$ cat src/rtl/regfile_pkg.sv
// Shared types and constants for the pipelined register file.
package regfile_pkg;

  localparam int unsigned REG_AW   = 5;
  localparam int unsigned REG_DW   = 32;
  localparam int unsigned REG_ZERO = 0;
  localparam int unsigned REG_A0   = 10;

  typedef logic [REG_AW-1:0] reg_addr_t;
  typedef logic [REG_DW-1:0] reg_data_t;

endpackage

$ cat src/rtl/regfile_scoreboard.sv
// Pending-write scoreboard: one bit per register, set on issue, cleared on write.
// A same-cycle issue and write to one index leaves the bit set (the new producer wins).
// Macro REGFILE_BYPASS_EN: a read port hit by the current write reports not-busy
// unless the same index is also being issued this cycle.
// Ports:
//   clk, rst        clock, async active-high reset
//   issue_valid_i   decode issued an instruction writing issue_rd_i
//   issue_rd_i      destination index of the issued instruction
//   we_i, wa_i      write-port enable and address
//   ad_i            packed read addresses, NUM_READ x ADDRESS_WIDTH
//   busy_c          per-read-port pending flag (combinational)
module regfile_scoreboard
  import regfile_pkg::*;
#(
  parameter int unsigned ADDRESS_WIDTH = REG_AW,
  parameter int unsigned NUM_READ      = 2
) (
  input  logic                              clk,
  input  logic                              rst,
  input  logic                              issue_valid_i,
  input  logic [ADDRESS_WIDTH-1:0]          issue_rd_i,
  input  logic                              we_i,
  input  logic [ADDRESS_WIDTH-1:0]          wa_i,
  input  logic [NUM_READ*ADDRESS_WIDTH-1:0] ad_i,
  output logic [NUM_READ-1:0]               busy_c
);

  localparam int unsigned DEPTH = 2 ** ADDRESS_WIDTH;
  localparam logic [ADDRESS_WIDTH-1:0] ZERO_ADDR = ADDRESS_WIDTH'(REG_ZERO);

  logic [DEPTH-1:0]         pending_q;
  logic [DEPTH-1:0]         pending_d;
  logic [ADDRESS_WIDTH-1:0] lookup_addr;

  // Clear on write first, then set on issue so a concurrent issue wins.
  always_comb begin
    pending_d = pending_q;
    if (we_i && (wa_i != ZERO_ADDR)) pending_d[wa_i] = 1'b0;
    if (issue_valid_i && (issue_rd_i != ZERO_ADDR)) pending_d[issue_rd_i] = 1'b1;
  end

  always_ff @(posedge clk or posedge rst) begin
    if (rst) pending_q <= '0;
    else     pending_q <= pending_d;
  end

  // Per-port busy lookup.
  always_comb begin
    busy_c      = '0;
    lookup_addr = '0;
    for (int k = 0; k < NUM_READ; k++) begin
      lookup_addr = ad_i[k*ADDRESS_WIDTH +: ADDRESS_WIDTH];
      busy_c[k]   = pending_q[lookup_addr];
`ifdef REGFILE_BYPASS_EN
      if (we_i && (wa_i == lookup_addr))
        busy_c[k] = issue_valid_i && (issue_rd_i == lookup_addr);
`endif
      if (lookup_addr == ZERO_ADDR) busy_c[k] = 1'b0;
    end
  end

endmodule

$ cat src/rtl/pipelined_register_file.sv
// RV32 integer register file: NUM_READ combinational read ports, one write port,
// x0 hardwired to zero, pending-write hazard flags and a triggered a0 snapshot.
// Macro REGFILE_BYPASS_EN: forwards the in-flight write data to matching read ports.
// Ports:
//   clk, rst        clock, async active-high reset
//   AD_i / RD_o     packed read addresses / read data, port k at slice k
//   busy_o, stall_o per-port pending flag, OR of all ports
//   AD3_i/WE3_i/WD3_i  write address / enable / data
//   issue_valid_i, issue_rd_i  instruction issue marking a destination pending
//   trigger_i       level snapshot request, acted on at its rising edge
//   a0_o, a0_valid_o  registered snapshot of A0_INDEX, sticky snapshot-taken flag
module pipelined_register_file
  import regfile_pkg::*;
#(
  parameter int unsigned ADDRESS_WIDTH = REG_AW,
  parameter int unsigned DATA_WIDTH    = REG_DW,
  parameter int unsigned NUM_READ      = 2,
  parameter int unsigned A0_INDEX      = REG_A0
) (
  input  logic                              clk,
  input  logic                              rst,
  input  logic [NUM_READ*ADDRESS_WIDTH-1:0] AD_i,
  output logic [NUM_READ*DATA_WIDTH-1:0]    RD_o,
  output logic [NUM_READ-1:0]               busy_o,
  output logic                              stall_o,
  input  logic [ADDRESS_WIDTH-1:0]          AD3_i,
  input  logic                              WE3_i,
  input  logic [DATA_WIDTH-1:0]             WD3_i,
  input  logic                              issue_valid_i,
  input  logic [ADDRESS_WIDTH-1:0]          issue_rd_i,
  input  logic                              trigger_i,
  output logic [DATA_WIDTH-1:0]             a0_o,
  output logic                              a0_valid_o
);

  localparam int unsigned DEPTH = 2 ** ADDRESS_WIDTH;
  localparam logic [ADDRESS_WIDTH-1:0] ZERO_ADDR = ADDRESS_WIDTH'(REG_ZERO);
  localparam logic [ADDRESS_WIDTH-1:0] A0_ADDR   = ADDRESS_WIDTH'(A0_INDEX);

  logic [DATA_WIDTH-1:0]    regs_q [DEPTH];
  logic [DATA_WIDTH-1:0]    regs_d [DEPTH];
  logic                     trigger_q, trigger_d;
  logic [DATA_WIDTH-1:0]    a0_q, a0_d;
  logic                     a0_valid_q, a0_valid_d;
  logic                     trigger_rise;
  logic [ADDRESS_WIDTH-1:0] rd_addr;
  logic [DATA_WIDTH-1:0]    rd_data;

  regfile_scoreboard #(
    .ADDRESS_WIDTH (ADDRESS_WIDTH),
    .NUM_READ      (NUM_READ)
  ) u_scoreboard (
    .clk           (clk),
    .rst           (rst),
    .issue_valid_i (issue_valid_i),
    .issue_rd_i    (issue_rd_i),
    .we_i          (WE3_i),
    .wa_i          (AD3_i),
    .ad_i          (AD_i),
    .busy_c        (busy_o)
  );

  assign stall_o = |busy_o;

  // Storage next state; x0 is never written so it stays at its reset value of 0.
  always_comb begin
    regs_d = regs_q;
    if (WE3_i && (AD3_i != ZERO_ADDR)) regs_d[AD3_i] = WD3_i;
  end

  // Snapshot captures the post-write value of A0 so a same-cycle write is seen.
  always_comb begin
    trigger_rise = trigger_i && !trigger_q;
    trigger_d    = trigger_i;
    a0_d         = a0_q;
    a0_valid_d   = a0_valid_q;
    if (trigger_rise) begin
      a0_d       = regs_d[A0_ADDR];
      a0_valid_d = 1'b1;
    end
  end

  always_ff @(posedge clk or posedge rst) begin
    if (rst) begin
      for (int i = 0; i < DEPTH; i++) regs_q[i] <= '0;
      trigger_q  <= 1'b0;
      a0_q       <= '0;
      a0_valid_q <= 1'b0;
    end else begin
      regs_q     <= regs_d;
      trigger_q  <= trigger_d;
      a0_q       <= a0_d;
      a0_valid_q <= a0_valid_d;
    end
  end

  assign a0_o       = a0_q;
  assign a0_valid_o = a0_valid_q;

  // Zero-latency read muxes with optional write forwarding.
  always_comb begin
    RD_o    = '0;
    rd_addr = '0;
    rd_data = '0;
    for (int k = 0; k < NUM_READ; k++) begin
      rd_addr = AD_i[k*ADDRESS_WIDTH +: ADDRESS_WIDTH];
      rd_data = regs_q[rd_addr];
`ifdef REGFILE_BYPASS_EN
      if (WE3_i && (AD3_i == rd_addr) && (rd_addr != ZERO_ADDR)) rd_data = WD3_i;
`endif
      RD_o[k*DATA_WIDTH +: DATA_WIDTH] = rd_data;
    end
  end

endmodule

$ cat config.mk
export PLATFORM = sky130hd
export DESIGN_NAME = pipelined_register_file
export DESIGN_NICKNAME = d
export VERILOG_FILES = /design/src/rtl/regfile_pkg.sv /design/src/rtl/regfile_scoreboard.sv /design/src/rtl/pipelined_register_file.sv
export SDC_FILE = /design/constraint.sdc
export NUM_CORES = 2
export LEC_CHECK = 0
export CAP_MARGIN = 20
export CORE_MARGIN = 3
export CORE_UTILIZATION = 35
export DETAILED_ROUTE_END_ITERATION = 16
export PLACE_DENSITY = 0.54
export SYNTH_ARGS = -nofsm -noshare
export SYNTH_HDL_FRONTEND = slang
export SYNTH_HIERARCHICAL = 1
export SYNTH_SLANG_ARGS = --single-unit
$ cat constraint.sdc
create_clock -name clk -period 35.1 [get_ports clk]
set_input_delay 5.265 -clock clk [delete_from_list [all_inputs] [get_ports clk]]
set_output_delay 5.265 -clock clk [all_outputs]
set_load 0.02 [all_outputs]
### Yosys cells after proc, flatten, opt, wreduce, memory -nomap -nowiden

Cells that the tools add are included.
W data, S select, Z words.

| storage, ports and cells | value |
|---|---|
| register bits after elaboration | 1,090 |
| output and inout bits | 100 |
| logic and storage cells | 86 |

| operators by class | value |
|---|---|
| bitwise gates (word level) | 6 |
| reductions and logical operators | 12 |
| $lt $le $gt $ge | 10 |
| muxes and demuxes | 22 |

Operators by type and width:

| cell | number |
|---|---|
| $bwmux W1024 | 1 |
| $mux W704 | 1 |
| $bmux W32 S5 | 2 |
| $mux W32 | 7 |
| $demux W32 S5 | 1 |
| $and A32 B32 Y32 | 1 |
| $not A32 Y32 | 1 |
| $or A32 B32 Y32 | 1 |
| $lt A5 B6 Y1 const B | 4 |
| $ge A6 B6 Y1 const B | 3 |
| $not A5 Y6 | 3 |
| $bmux W1 S5 | 2 |
| $demux W1 S5 | 2 |
| $ge A5 B1 Y1 const B | 2 |
| $logic_not A5 Y1 | 2 |
| $reduce_bool A5 Y1 | 2 |
| $logic_and A1 B1 Y1 | 6 |
| $lt A6 B1 Y1 const B | 1 |
| $mux W1 | 6 |
| $reduce_or A2 Y1 | 1 |
| $logic_not A1 Y1 | 1 |

### Depth between registers and ports, before layout

| depth | value |
|---|---|
| word-level depth | 9 |
| gate-level depth with buffers | 8 |
| mapped depth without buffers | 6 |

### Hierarchy

Netlist, hierarchy kept.

By module, submodules not included:

| module | cells an instance | sequential area each (sq um) | instances | area an instance (sq um) |
|---|---|---|---|---|
| pipelined_register_file | 4,676 | 26,475.4 | 1 | 56,890.8 |
| regfile_scoreboard | 210 | 800.8 | 1 | 2,003.2 |

### Worst setup path before layout

OpenSTA, ideal clock, no wires.

| timing path | value |
|---|---|
| path type | input port to output port |
| start point | in AD_i[5] |
| end point | out stall_o |
| required time | 29,835 ps |
| stages | 6 |
| slack | 23,006 ps |
| path buffers | 1 |
| arrival time | 6,829 ps |
| path through | buf_6 -> mux4_2 -> inv_1 -> a21oi_1 -> or3_1 -> or2_2 |

| between the ends | value |
|---|---|
| longest elaborated chain between the ends | 4 |

Ends and longest elaborated chain:

| element | line | text |
|---|---|---|
| from (decl) | pipelined_register_file.sv:22 | `input logic [NUM_READ*ADDRESS_WIDTH-1:0] AD_i,` |
| $bmux W1 S5 | regfile_scoreboard.sv:53 | `busy_c[k] = pending_q[lookup_addr];` |
| $mux W1 (not written as such) | regfile_scoreboard.sv:53 |  |
| $mux W1 (*) | regfile_scoreboard.sv:58 | `if (lookup_addr == ZERO_ADDR) busy_c[k] = 1'b0;` |
| via busy_o[1] | pipelined_register_file.sv:24 | `output logic [NUM_READ-1:0] busy_o,` |
| $reduce_or A2 Y1 (*) | pipelined_register_file.sv:63 | `assign stall_o = \|busy_o;` |
| to (decl) | pipelined_register_file.sv:25 | `output logic stall_o,` |

The timed path passes the listed nets; every way through them passes the cells marked *. The select of a mux whose other input is x is not followed.

### Worst setup path after layout

| timing path | value |
|---|---|
| start point | in AD_i[0] |
| end point | out RD_o[28] |

| between the ends | value |
|---|---|
| longest elaborated chain between the ends | 4 |

Ends and longest elaborated chain:

| element | line | text |
|---|---|---|
| $not A5 Y6 (not written as such) | pipelined_register_file.sv:107 | `rd_data = regs_q[rd_addr];` |
| $bmux W32 S5 | pipelined_register_file.sv:107 |  |
| $mux W32 (not written as such) (2 in series) | pipelined_register_file.sv:107 |  |
| to (decl) | pipelined_register_file.sv:23 | `output logic [NUM_READ*DATA_WIDTH-1:0] RD_o,` |

Every way passes these cells. The select of a mux whose other input is x is not followed.

==> out/results.ini <==
[pwr]
total_leakage_power_nw=30.5
switching_share=0.291
power_frac_clock=0.340
p_switching_mw=1.08
comb_power_share=0.209
internal_power_mw=2.64
power_per_cell_area_mw_per_mm2=56.3
irDropWorstVdd_uv=39.0
pwr-share-seq=0.451

[clock_tree]
cts_setup_buffers=0
cts_resized=0
cts_tree=done
cts_root_buf=clkbuf_16
htreeDepth=3
clock_sinks=1090
insertion_delay_ps=720
clock_path_buffers=3
numCtsBuffers=117
postCtsHoldBufs=0
clk_pin_slew_worst_paths_ps=60

[outcome]
status=finished, final reports clean

[placement]
dp_hpwl_um=108000
port_buffers=156
pre_cts_slack_ps=19720
gp_congestion=0.799

[critical_path]
crit_path_end_kind=output port
crit_arrival_ps=10190
max_stage_delay_ps=810
crit_path_frequent_cell=buf_4
rr_startpoint=trigger_q
crit_path_cell_trace=clkdlybuf4s50_1, buf_4, and2_4, buf_4, buf_4, a22o_1, nor3_1, a31oi_1, nand3_1, clkdlybuf4s50_1
crit_required_ps=29830
path_class=primary input to output port
critPathLaunchType=primary input
slowest_stage=buf_4
rrSetupSlack_ps=33590
cp_max_fo=45
rr_endpoint=a0_o[11]
reg2regPathDepth=3

[synthesis]
synth_warnings=6
synth-async-reset-ratio=1.00
synth_largest_area_cell=dfrtp_1
synth_xor_area_frac=0
synth_area_mm2=0.0589
synth-compound-area-share=0.0736
synth_top_family_by_area=multiplexers
postSynthAreaPerCell_um2=12.1
yosysTopAreaCellShare=0.463
synth_mux_area_frac=0.377
ys_types=45
synth.net_count=4943
synth_area_leaders=dfrtp_1, mux2_2, mux2i_1, a22oi_1, a22o_1
synth_flop_cell=dfrtp_1
synth_fa_ha_area_frac=0
synth-simple-area-share=0.0472
ys_seq_area_frac=0.463
synth_edf_count=0
synth_cells=4886
ys_seq_elements=1090

[floorplanning]
core_region_area_mm2=0.166
die_area_mm2=0.173
initial_core_util=0.355
die_x_um=416
rows=149
io_pins=157
fp.dieH_um=416

[min_path]
holdCritStartpoint=u_scoreboard/pending_q[0]
hold_end=u_scoreboard/pending_q[0]
hp-class=flip-flop to flip-flop
min_path_cells=0

[timing]
finalSetupViolCount=0
final.period_utilization=0.440
hold_slack_ps=382
max_freq_mhz=64.7
tightest_slew_ps=1190
slew_headroom=0.208
worst_slack_ps=19640
maxSlewViolCount=0
period_needed_ps=15460
skew_ps=15.0
rsz0062_at_grt=false
tns_ps=0
hold_viol=0

[global_route]
grt_pass1_wl_um=289000
gr-total-overflow=0
grt_pass1_vias=41800
antenna_found_initial=4
grtUsageTotal=0.220
grt_max_degree=166

[route]
drt_iter0_markers=2903
vias_per_cell=5.77
wl_um=195000
via_count=40800
drc_errors=0
drtAntennaViolNets=0
dr.pass1.iters=5
avgRoutedWirePerCell_um=27.7

[final_layout]
multi_input_area_mm2=0.0295
syn2layout_area_growth_pct=12.4
fillerInstances=15800
fin_nets=4844
drive_above_1_share=0.285
diodes=0
seqCellArea_mm2=0.0273

[flow_run]
drv_cap=0

[cell usage after synthesis (3+ instances only)]
cell	count
dfrtp_1	1090
mux2i_1	1042
mux2_2	999
clkbuf_1	246
nand2_1	217
nand3_1	209
a21oi_1	193
a22oi_1	192
buf_2	172
a22o_1	128
nor3_1	67
a31oi_1	64
o21ai_0	62
mux2_4	30
buf_4	26
buf_1	23
nand3b_1	21
buf_6	20
nor2_1	18
nand2b_1	10
nor2b_1	10
or2_2	5
inv_1	4
nor2_4	4
or3b_2	4
mux4_2	3
nor3b_1	3
o311ai_1	3
[state kept, by name, indices dropped and copies added, names as in the netlist]
register,flops
regs_q,1024
a0_o,32
u_scoreboard/pending_q,32
a0_valid_o,1
trigger_q,1
[through the flow]
step	utilization	cells	power (mW)	area, um2
4_1_cts	0.397	7057	3.75	66000
5_1_grt	0.398	7067	3.90	66200
3_5_place_dp	0.374	6847	2.47	62100
2_1_floorplan	-	4886	2.22	58900
6_report	0.398	7067	3.73	66200
3_3_place_gp	0.373	6842	2.45	62000
[cells in the final DEF, fill, tap and decap left out, types with 6 or more instances in the layout]
master,Yosys,routed
dfrtp_1,1090,1090
mux2i_1,1042,1042
mux2_2,999,999
nand3_1,209,209
nand2_1,217,201
a21oi_1,193,193
a22oi_1,192,192
clkdlybuf4s50_1,0,154
a22o_1,128,128
clkbuf_16,0,122
buf_4,26,91
nor3_1,67,67
a31oi_1,64,64
o21ai_0,62,62
clkbuf_8,0,37
mux2_4,30,30
clkbuf_1,246,26
nand3b_1,21,21
clkinv_2,0,20
nor2_4,4,18
nand2_2,1,11
bufinv_16,0,8
buf_8,0,8
buf_12,0,7
nand2_4,0,6
nor2b_1,10,6
[critical path, delay by kind of cell]
kind | cells | cell delay, ps
buf+inv | 5 | 2920
simple gates | 3 | 1130
compound gates | 2 | 820
[layer usage]
layer / routed length, um / share of wire / vias to the layer above / track usage
li1: - / - / 17800 / -
met1: 88700 / 0.45 / 21600 / 0.300
met2: 91400 / 0.47 / 1022 / 0.358
met3: 7900 / 0.040 / 333 / 0.0246
met4: 7380 / 0.038 / 4 / 0.0864
met5: 27 / 0.00014 / - / 0
[area by class of cell]
type                    instances  area share
well taps                    2189      0.0414
clock inverters                30     0.00541
repair buffers                269      0.0411
flip-flops and latches       1090       0.412
multi-input cells            3305       0.446
clock buffers                 180      0.0534
inverters                       4    0.000340
[power groups by stage]
stage	combinational, mW	clock [mW]	sequential (mW)
after floorplan	0.556	0	1.66
after global placement	0.768	0	1.68
after detailed placement	0.777	0	1.70
after CTS	0.780	1.30	1.67
after global routing	0.844	1.35	1.71
final	0.780	1.27	1.68
[logic make-up (layout without fill, tap and decap cells)]
kind of cell	after synthesis	count (layout)
muxes	2074	2074
DFF	1090	1090
AOI/OAI and AO/OA	650	650
and+or+nand+nor	581	581
buffers and inverters	491	483
[how the worst max path moves through the flow]
stage / startpoint / end / depth (start not counted)
floorplan: rst / a0_o[0] / 1
global placement: AD_i[0] / RD_o[28] / 10
detailed placement: AD_i[0] / RD_o[28] / 10
CTS: AD_i[0] / RD_o[28] / 10
global route: AD_i[0] / RD_o[28] / 10
finish: AD_i[0] / RD_o[28] / 10
No activity file was read; power rests on OpenSTA's default activity.
